### src/rtl/scan_decoder_if.sv
// -----------------------------------------------------------------------------
// scan_decoder_if
//   Bundles the control inputs and decoded outputs of scan_decoder so the
//   decoder can be dropped into a design as a single port.
//
//   Signals
//     en      : global enable; low forces every output line to 0
//     mode    : 0 = direct decode of sel, 1 = autonomous scan
//     sel     : line select used in direct mode
//     dwell   : scan slot length minus one, in clk cycles
//     onehot  : registered decoded lines, at most one high
//     idx     : index of the current or last driven line
//     wrap    : one-cycle pulse when the scan returns from the last line to 0
//
//   Modports
//     master  : drives en/mode/sel/dwell, observes the outputs
//     slave   : the decoder side
// -----------------------------------------------------------------------------
interface scan_decoder_if #(
   parameter int SEL_W   = 2,
   parameter int DWELL_W = 8
);
   localparam int LINES = 1 << SEL_W;

   logic               en;
   logic               mode;
   logic [SEL_W-1:0]   sel;
   logic [DWELL_W-1:0] dwell;
   logic [LINES-1:0]   onehot;
   logic [SEL_W-1:0]   idx;
   logic               wrap;

   modport master (
      output en, mode, sel, dwell,
      input  onehot, idx, wrap
   );

   modport slave (
      input  en, mode, sel, dwell,
      output onehot, idx, wrap
   );
endinterface : scan_decoder_if

### src/rtl/scan_decoder.sv
// -----------------------------------------------------------------------------
// scan_decoder
//   Registered 1-of-2^SEL_W decoder with enable and two modes:
//     direct : onehot follows sel with exactly one cycle of latency
//     scan   : a single high line steps through all lines, each slot lasting
//              dwell+1 cycles; with BBM=1 an all-zero cycle separates slots
//   Used for display digit enables, keypad row strobes and chip-select fan-out.
//
//   Parameters
//     SEL_W   : select width, 2^SEL_W output lines (1 is legal)
//     DWELL_W : width of dwell and of the slot counter
//     BBM     : 1 = break-before-make blanking between scan slots
//
//   Ports
//     clk     : rising-edge clock
//     rst     : asynchronous, active-high reset
//     bus     : scan_decoder_if.slave (en, mode, sel, dwell in;
//               onehot, idx, wrap out)
//
//   Every output comes straight from a flop; no input reaches an output
//   without passing through a clock edge.
// -----------------------------------------------------------------------------
module scan_decoder #(
   parameter int SEL_W   = 2,
   parameter int DWELL_W = 8,
   parameter int BBM     = 0
) (
   input  logic          clk,
   input  logic          rst,
   scan_decoder_if.slave bus
);

   localparam int               LINES = 1 << SEL_W;
   localparam logic [SEL_W-1:0] LAST  = '1;   // index of line 2^SEL_W-1

   typedef enum logic [1:0] {
      S_IDLE,
      S_DIRECT,
      S_SCAN,
      S_GAP
   } state_t;

   state_t             r_state;
   logic [DWELL_W-1:0] r_cnt;
   logic [LINES-1:0]   r_onehot;
   logic [SEL_W-1:0]   r_idx;
   logic               r_wrap;

   logic [SEL_W-1:0]   w_next_idx;
   logic [LINES-1:0]   w_next_oh;
   logic [LINES-1:0]   w_sel_oh;
   logic               w_at_last;

   // Next scan line: the all-ones index rolls over to 0 naturally.
   assign w_at_last  = (r_idx == LAST);
   assign w_next_idx = w_at_last ? '0 : r_idx + 1'b1;
   assign w_next_oh  = LINES'(1) << w_next_idx;
   assign w_sel_oh   = LINES'(1) << bus.sel;

   // Single-process state machine; all outputs are registered here.
   // NOTE: sequential state uses non-blocking (<=) so every flop samples the
   // pre-edge values of the others, independent of statement order.
   always_ff @(posedge clk or posedge rst) begin
      if (rst) begin
         r_state  <= S_IDLE;
         r_cnt    <= '0;
         r_onehot <= '0;
         r_idx    <= '0;
         r_wrap   <= 1'b0;
      end else begin
         // wrap is a pulse: cleared every cycle unless a slot step sets it
         // below (the later non-blocking assignment wins).
         r_wrap <= 1'b0;

         if (!bus.en) begin
            // idx deliberately holds so software can see the last line.
            r_state  <= S_IDLE;
            r_onehot <= '0;
            r_cnt    <= '0;
         end else if (!bus.mode) begin
            // Direct mode from any state, including a scan in progress.
            r_state  <= S_DIRECT;
            r_onehot <= w_sel_oh;
            r_idx    <= bus.sel;
            r_cnt    <= '0;
         end else begin
            case (r_state)
               S_IDLE, S_DIRECT: begin
                  // Scan entry always restarts at line 0 with a fresh slot.
                  r_state  <= S_SCAN;
                  r_idx    <= '0;
                  r_onehot <= LINES'(1);
                  r_cnt    <= bus.dwell;
               end

               S_SCAN: begin
                  if (r_cnt != '0) begin
                     r_cnt <= r_cnt - 1'b1;
                  end else if (BBM != 0) begin
                     // Blank one cycle; idx keeps pointing at the old line.
                     r_state  <= S_GAP;
                     r_onehot <= '0;
                  end else begin
                     // dwell is sampled only here, so mid-slot changes
                     // affect the next slot, never the current one.
                     r_idx    <= w_next_idx;
                     r_onehot <= w_next_oh;
                     r_cnt    <= bus.dwell;
                     r_wrap   <= w_at_last;
                  end
               end

               S_GAP: begin
                  r_state  <= S_SCAN;
                  r_idx    <= w_next_idx;
                  r_onehot <= w_next_oh;
                  r_cnt    <= bus.dwell;
                  r_wrap   <= w_at_last;
               end

               default: begin
                  r_state  <= S_IDLE;
                  r_onehot <= '0;
                  r_cnt    <= '0;
               end
            endcase
         end
      end
   end

   assign bus.onehot = r_onehot;
   assign bus.idx    = r_idx;
   assign bus.wrap   = r_wrap;

   // Structural invariants of the decoded output.
   a_never_multi_hot : assert property (
      @(posedge clk) disable iff (rst) $countones(r_onehot) <= 1
   );

   a_wrap_on_line0 : assert property (
      @(posedge clk) disable iff (rst) r_wrap |-> (r_onehot == LINES'(1))
   );

endmodule : scan_decoder

### src/flat_wrapper.sv
// flat-port wrapper written by rule: the top's interface ports become plain ports
module scan_decoder_flat 
#(
   parameter int SEL_W   = 2,
   parameter int DWELL_W = 8,
   parameter int BBM     = 0
)
  (clk, rst, bus_en, bus_mode, bus_sel, bus_dwell, bus_onehot, bus_idx, bus_wrap);
  scan_decoder_if #(.SEL_W(SEL_W), .DWELL_W(DWELL_W)) bus_i ();
  input  logic clk;
  input  logic rst;
  input wire logic [$bits(bus_i.en)-1:0] bus_en;
  input wire logic [$bits(bus_i.mode)-1:0] bus_mode;
  input wire logic [$bits(bus_i.sel)-1:0] bus_sel;
  input wire logic [$bits(bus_i.dwell)-1:0] bus_dwell;
  output wire logic [$bits(bus_i.onehot)-1:0] bus_onehot;
  output wire logic [$bits(bus_i.idx)-1:0] bus_idx;
  output wire logic [$bits(bus_i.wrap)-1:0] bus_wrap;
  assign bus_i.en = bus_en;
  assign bus_i.mode = bus_mode;
  assign bus_i.sel = bus_sel;
  assign bus_i.dwell = bus_dwell;
  assign bus_onehot = bus_i.onehot;
  assign bus_idx = bus_i.idx;
  assign bus_wrap = bus_i.wrap;
  scan_decoder #(.SEL_W(SEL_W), .DWELL_W(DWELL_W), .BBM(BBM)) u_core (.clk(clk), .rst(rst), .bus(bus_i));
endmodule
### config.mk
export PLATFORM = sky130hd
export DESIGN_NAME = scan_decoder_flat
export DESIGN_NICKNAME = d
export VERILOG_FILES = /design/src/rtl/scan_decoder_if.sv /design/src/rtl/scan_decoder.sv /design/src/flat_wrapper.sv
export SDC_FILE = /design/constraint.sdc
export NUM_CORES = 1
export LEC_CHECK = 0
export CAP_MARGIN = 20
export CELL_PAD_IN_SITES_DETAIL_PLACEMENT = 0
export CELL_PAD_IN_SITES_GLOBAL_PLACEMENT = 1
export CORE_MARGIN = 2
export CORE_UTILIZATION = 40
export DETAILED_ROUTE_END_ITERATION = 10
export GPL_ROUTABILITY_DRIVEN = 1
export GPL_TIMING_DRIVEN = 0
export PLACE_DENSITY = 0.87
export SETUP_SLACK_MARGIN = 0.1
export SKIP_CTS_REPAIR_TIMING = 1
export SLEW_MARGIN = 0
export SYNTH_ARGS = -nofsm -noshare
export SYNTH_HDL_FRONTEND = slang
export SYNTH_SLANG_ARGS = --single-unit
### constraint.sdc
create_clock -name clk -period 2.65 [get_ports clk]
set_input_delay 0.6625 -clock clk [delete_from_list [all_inputs] [get_ports clk]]
set_output_delay 0.6625 -clock clk [all_outputs]
set_load 0.02 [all_outputs]
Yosys cells after proc, flatten, opt, wreduce, memory -nomap -nowiden --
Cells that the tools add are included.
Word-level totals: word-level logic and storage cells 40, input bits 14, output and inout bits 7, register bits after elaboration 17
Operators by class: reductions and logical operators 5, multiplexer cells 19, shift-type cells 2, equal/unequal tests 7, $add $sub $neg 2
Operator list (count):
- $mux 8 | 3
- $pmux 8 s2 | 1
- $mux 2 | 6
- $mux 4 | 3
- $pmux 4 s3 | 1
- $reduce_bool 8->1 | 1
- $shl 1x2->4 const A | 2
- $sub 8x1->8 const B | 1
- $eq 2x2->1 const B | 3
- $ne 3x3->1 const B | 2
- $pmux 2 s3 | 1
- $ne 4x4->1 const B | 1
- $mux 1 | 3
- $reduce_or 3->1 | 1
- $add 2x1->2 const B | 1
- $eq 2x1->1 const B | 1
- $logic_not 2->1 | 1
- $pmux 1 s2 | 1
- $reduce_and 2->1 | 1
- $reduce_or 2->1 | 1

Longest topological paths before layout --
word-level depth 7, mapped depth 7, depth with buffers taken out 6

Worst setup path after synthesis --
No wires, ideal clock.
kind register -> register, start point reg u_core.r_cnt[0], end point reg u_core.r_idx[0] (netlist: u_core.bus.idx[0]), library setup time 0.126 ns, slack 0.905 ns, required time 2.524 ns, cell stages (with the launch flop) 8, period minus slack after synthesis 1.745 ns, path buffers 1, arrival 1.619 ns, cells stage by stage dfrtp_1 > inv_1 > ha_1 > nor3b_1 > a211o_1 > buf_6 > nand2_4 > a221o_1
Between the ends: word-level cells in the longest chain between the ends 3
RTL lines:
- start: declaration | RTL line scan_decoder.sv:44 | logic [DWELL_W-1:0] r_cnt;
- start signal: assignment | RTL line scan_decoder.sv:93 | r_cnt <= bus.dwell;
- start signal: assignment | RTL line scan_decoder.sv:98 | r_cnt <= r_cnt - 1'b1;
- start signal: assignment | RTL line scan_decoder.sv:108 | r_cnt <= bus.dwell;
- $reduce_bool 8->1 | RTL line scan_decoder.sv:97 | if (r_cnt != '0) begin
- $ne 3x3->1 (no source line)
- $reduce_and 2->1 (no source line)
- end signal: assignment | RTL line scan_decoder.sv:84 | r_idx <= bus.sel;
- end signal: assignment | RTL line scan_decoder.sv:106 | r_idx <= w_next_idx;
- end signal: assignment | RTL line scan_decoder.sv:115 | r_idx <= w_next_idx;
- end: declaration | RTL line scan_decoder.sv:46 | logic [SEL_W-1:0] r_idx;
No other way between the ends. A chain may end at the register's enable or synchronous reset.

Final worst setup path --
start point reg u_core.r_idx[0] (netlist: u_core.bus.idx[0]), end point out bus_idx[0]
RTL lines:
- end: declaration | RTL line flat_wrapper.sv:17 | output wire logic [$bits(bus_i.idx)-1:0] bus_idx;
No word-level cell between the ends.

==> results.md <==
* Synth cell count leaders: nor2_1, dfrtp_1, a211oi_1
* Placer Congestion at 0.727
* Slowest stage delay, CP at 0.64 ns
* Vias in the first global route at 787
* Number of synthesized flops with an enable pin at 0
* Unique cell type count in the Yosys netlist at 33
* Worst Path Buf+Inv at 1
* Biggest area consumer among synthesized cells: dfrtp_1
* Yosys reg bits at 17
* I/O pins at 21
* Warnings from Yosys at 0
* Die Area at 2860 sq um
* Cell count after synthesis at 97
* Area after DPL at 1220 sq um
* Cell internal pwr at 0.408 mW
* Critical Path Fanout Max at 6
* Dpl hpwl at 1520 um
* Data required, critical path at 1.99 ns
* Routed WL per cell at 13.7 um
* Hold WS at 0.571 ns
* Run status: finished, final reports clean
* Setup violations, final at 0
* TritonCTS clock tree: yes
* Via count at 796
* DR pass1 iterations at 4
* Rows at 17
* Clk pwr share at 24.0%
* Gr usage total at 17.3%
* Clk sinks at 17
* Pins over their slew limit at 0
* Share of the synthesized area in the top cell type at 43.4%
* Die Ht at 53.5 um
* Clock Latency Late Sink at 0.29 ns
* Post-route insts no fill at 149
* Fmax achieved at 0.484 GHz
* Mapped Area at 981 sq um
* RSZ-0062 raised after global routing: false
* Mean Syn Cell Area at 10.1 sq um
* Worst IR Drop VDD at 0.255 mV
* Final Cycle Share at 77.9%
* Critical path class: register to output port
* CTS Buffer Depth at 2
* CP cell instances: clkdlybuf4s50_1
* Max cap viols at 0
* Initial antenna violation count at 0
* CTS clk-pin slew, worst paths at 0.10 ns
* Number of DRC markers in iteration 0 at 7
* Largest net degree at the start of global routing at 18
* Count leader, synth: nor2_1
* Ys async rst share at 100%
* Sw power at 0.178 mW
* H-tree level count at 1
* Finished Cell Area at 1240 sq um
* Core area at 2280 sq um
* PD cells at 472 nW/um^2
* Rel. slew slack at 55.7%
* Final TNS setup at 0 ns
* Layout cells sized above 1 at 9.09%
* DRC viols at 0
* Initial Utilization at 43.1%
* Mapped Nets at 117
* Worst Skew at 0.00116 ns
* Hold crit path type: register to register
* Root Driver: clkbuf_4
* Crit end category: output port
* CTS Buf Count at 3
* Die width at 53.5 um
* First-pass GRT wire length at 3550 um
* Port buffer count at 20
* Minimum clock period at 2.06 ns
* Gr ovfl total at 0
* Via density at 5.34
* Sequential fraction of the synthesis area at 43.4%
* Drt total wl at 2040 um
* Slew @ Worst Pin at 0.664 ns
* Ys flop type: dfrtp_1
* Worst EP arrival at 1.40 ns
* Final Power at 0.586 mW
* Placed Cells at 145
* Sequential power share at 50.0%
* Fin. Hold Viols at 0
* Slowest library cell on the worst path: clkdlybuf4s50_1
* Area Overhead vs Synth at 26.7%
* Leak Pwr at 0.554 nW
* Final nets at 142
* Crit-path leading delay family: buffers and inverters
* Leading post-synthesis cells by cell area: dfrtp_1, ha_1, a211oi_1, nor2_1, inv_1
* Diode count at 0
* Comb pwr share at 26.0%
* Critical Path Start Type: register
* Sw Share at 30.4%
* Post-DRT Antenna Nets at 0
cell type report:
| class | instances | area, sq um |
|---|---|---|
| plain buffers | 4 | 23.8 |
| clock buffers | 4 | 26.3 |
| fillers | 232 | 1030 |
| inverters | 7 | 26.3 |
| multi-input cells | 69 | 505 |
| flip-flops and latches | 17 | 425 |
| well taps | 28 | 35.0 |
| repair buffers | 20 | 200 |
cell families after synthesis:
kind of cell | synth area share (%)
flops | 43.4
mux | 1.02
simple gates | 20.8
buf+inv | 5.10
fa+ha+maj | 7.65
compound gates | 17.6
xor+xnor | 4.47
cells in the final DEF (no fill, tap or decap), types with 3 or more instances in the layout:
cell	synthesis	layout
a211oi_1	9	9
clkbuf_1	2	3
clkbuf_4	0	3
clkdlybuf4s50_1	0	20
dfrtp_1	17	17
ha_1	6	6
inv_1	7	7
nand2_1	5	5
nand2b_1	3	3
nor2_1	18	18
xnor2_1	3	3
through the flow:
| stage | util, % | worst slack, ns |
|---|---|---|
| detailed placement | 53.4 | 0.323 |
| CTS | 54.6 | 0.582 |
| floorplan | - | 0.905 |
| global placement | 53.4 | 0.356 |
| global route | 54.6 | 0.458 |
| finish | 54.6 | 0.586 |
flip-flops by register name (all words and copies together) (netlist names):
name and cells:
u_core.bus.idx 2, u_core.r_cnt 8, u_core.bus.wrap 1, u_core.bus.onehot 4, u_core.r_state 2
layer usage:
layer | vias to the layer above | track usage, % | wire length, um
li1 | 395 | - | -
met2 | 23 | 29.0 | 984
met5 | - | 0 | 0
met4 | 0 | 7.26 | 23
met3 | 3 | 2.82 | 114
met1 | 375 | 22.0 | 913
power by group through the flow:
stage / Sequential, mW / Combinational (mW) / Clock, mW
2_1_floorplan: 0.304 / 0.0858 / 0
3_3_place_gp: 0.297 / 0.150 / 0
3_5_place_dp: 0.298 / 0.152 / 0
4_1_cts: 0.293 / 0.154 / 0.147
5_1_grt: 0.296 / 0.170 / 0.159
6_report: 0.293 / 0.152 / 0.141
final timing paths:
| kind | startpoint | endpoint | slack, ns | cells past startpoint |
|---|---|---|---|---|
| worst max-delay path | u_core.bus.idx[0] | bus_idx[0] | 0.59 | 1 |
| worst max register to register | u_core.r_cnt[0] | u_core.bus.idx[0] | 0.70 | 7 |
| min in group asynchronous | rst | u_core.bus.onehot[1] | 0.75 | 2 |
| worst min register to register | u_core.bus.onehot[2] | u_core.bus.onehot[2] | 0.57 | 2 |
| worst min-delay path | u_core.bus.onehot[2] | u_core.bus.onehot[2] | 0.57 | 2 |
| max in group asynchronous | rst | u_core.r_state[0] | 1.48 | 2 |
(Power assumes the default switching activity.)
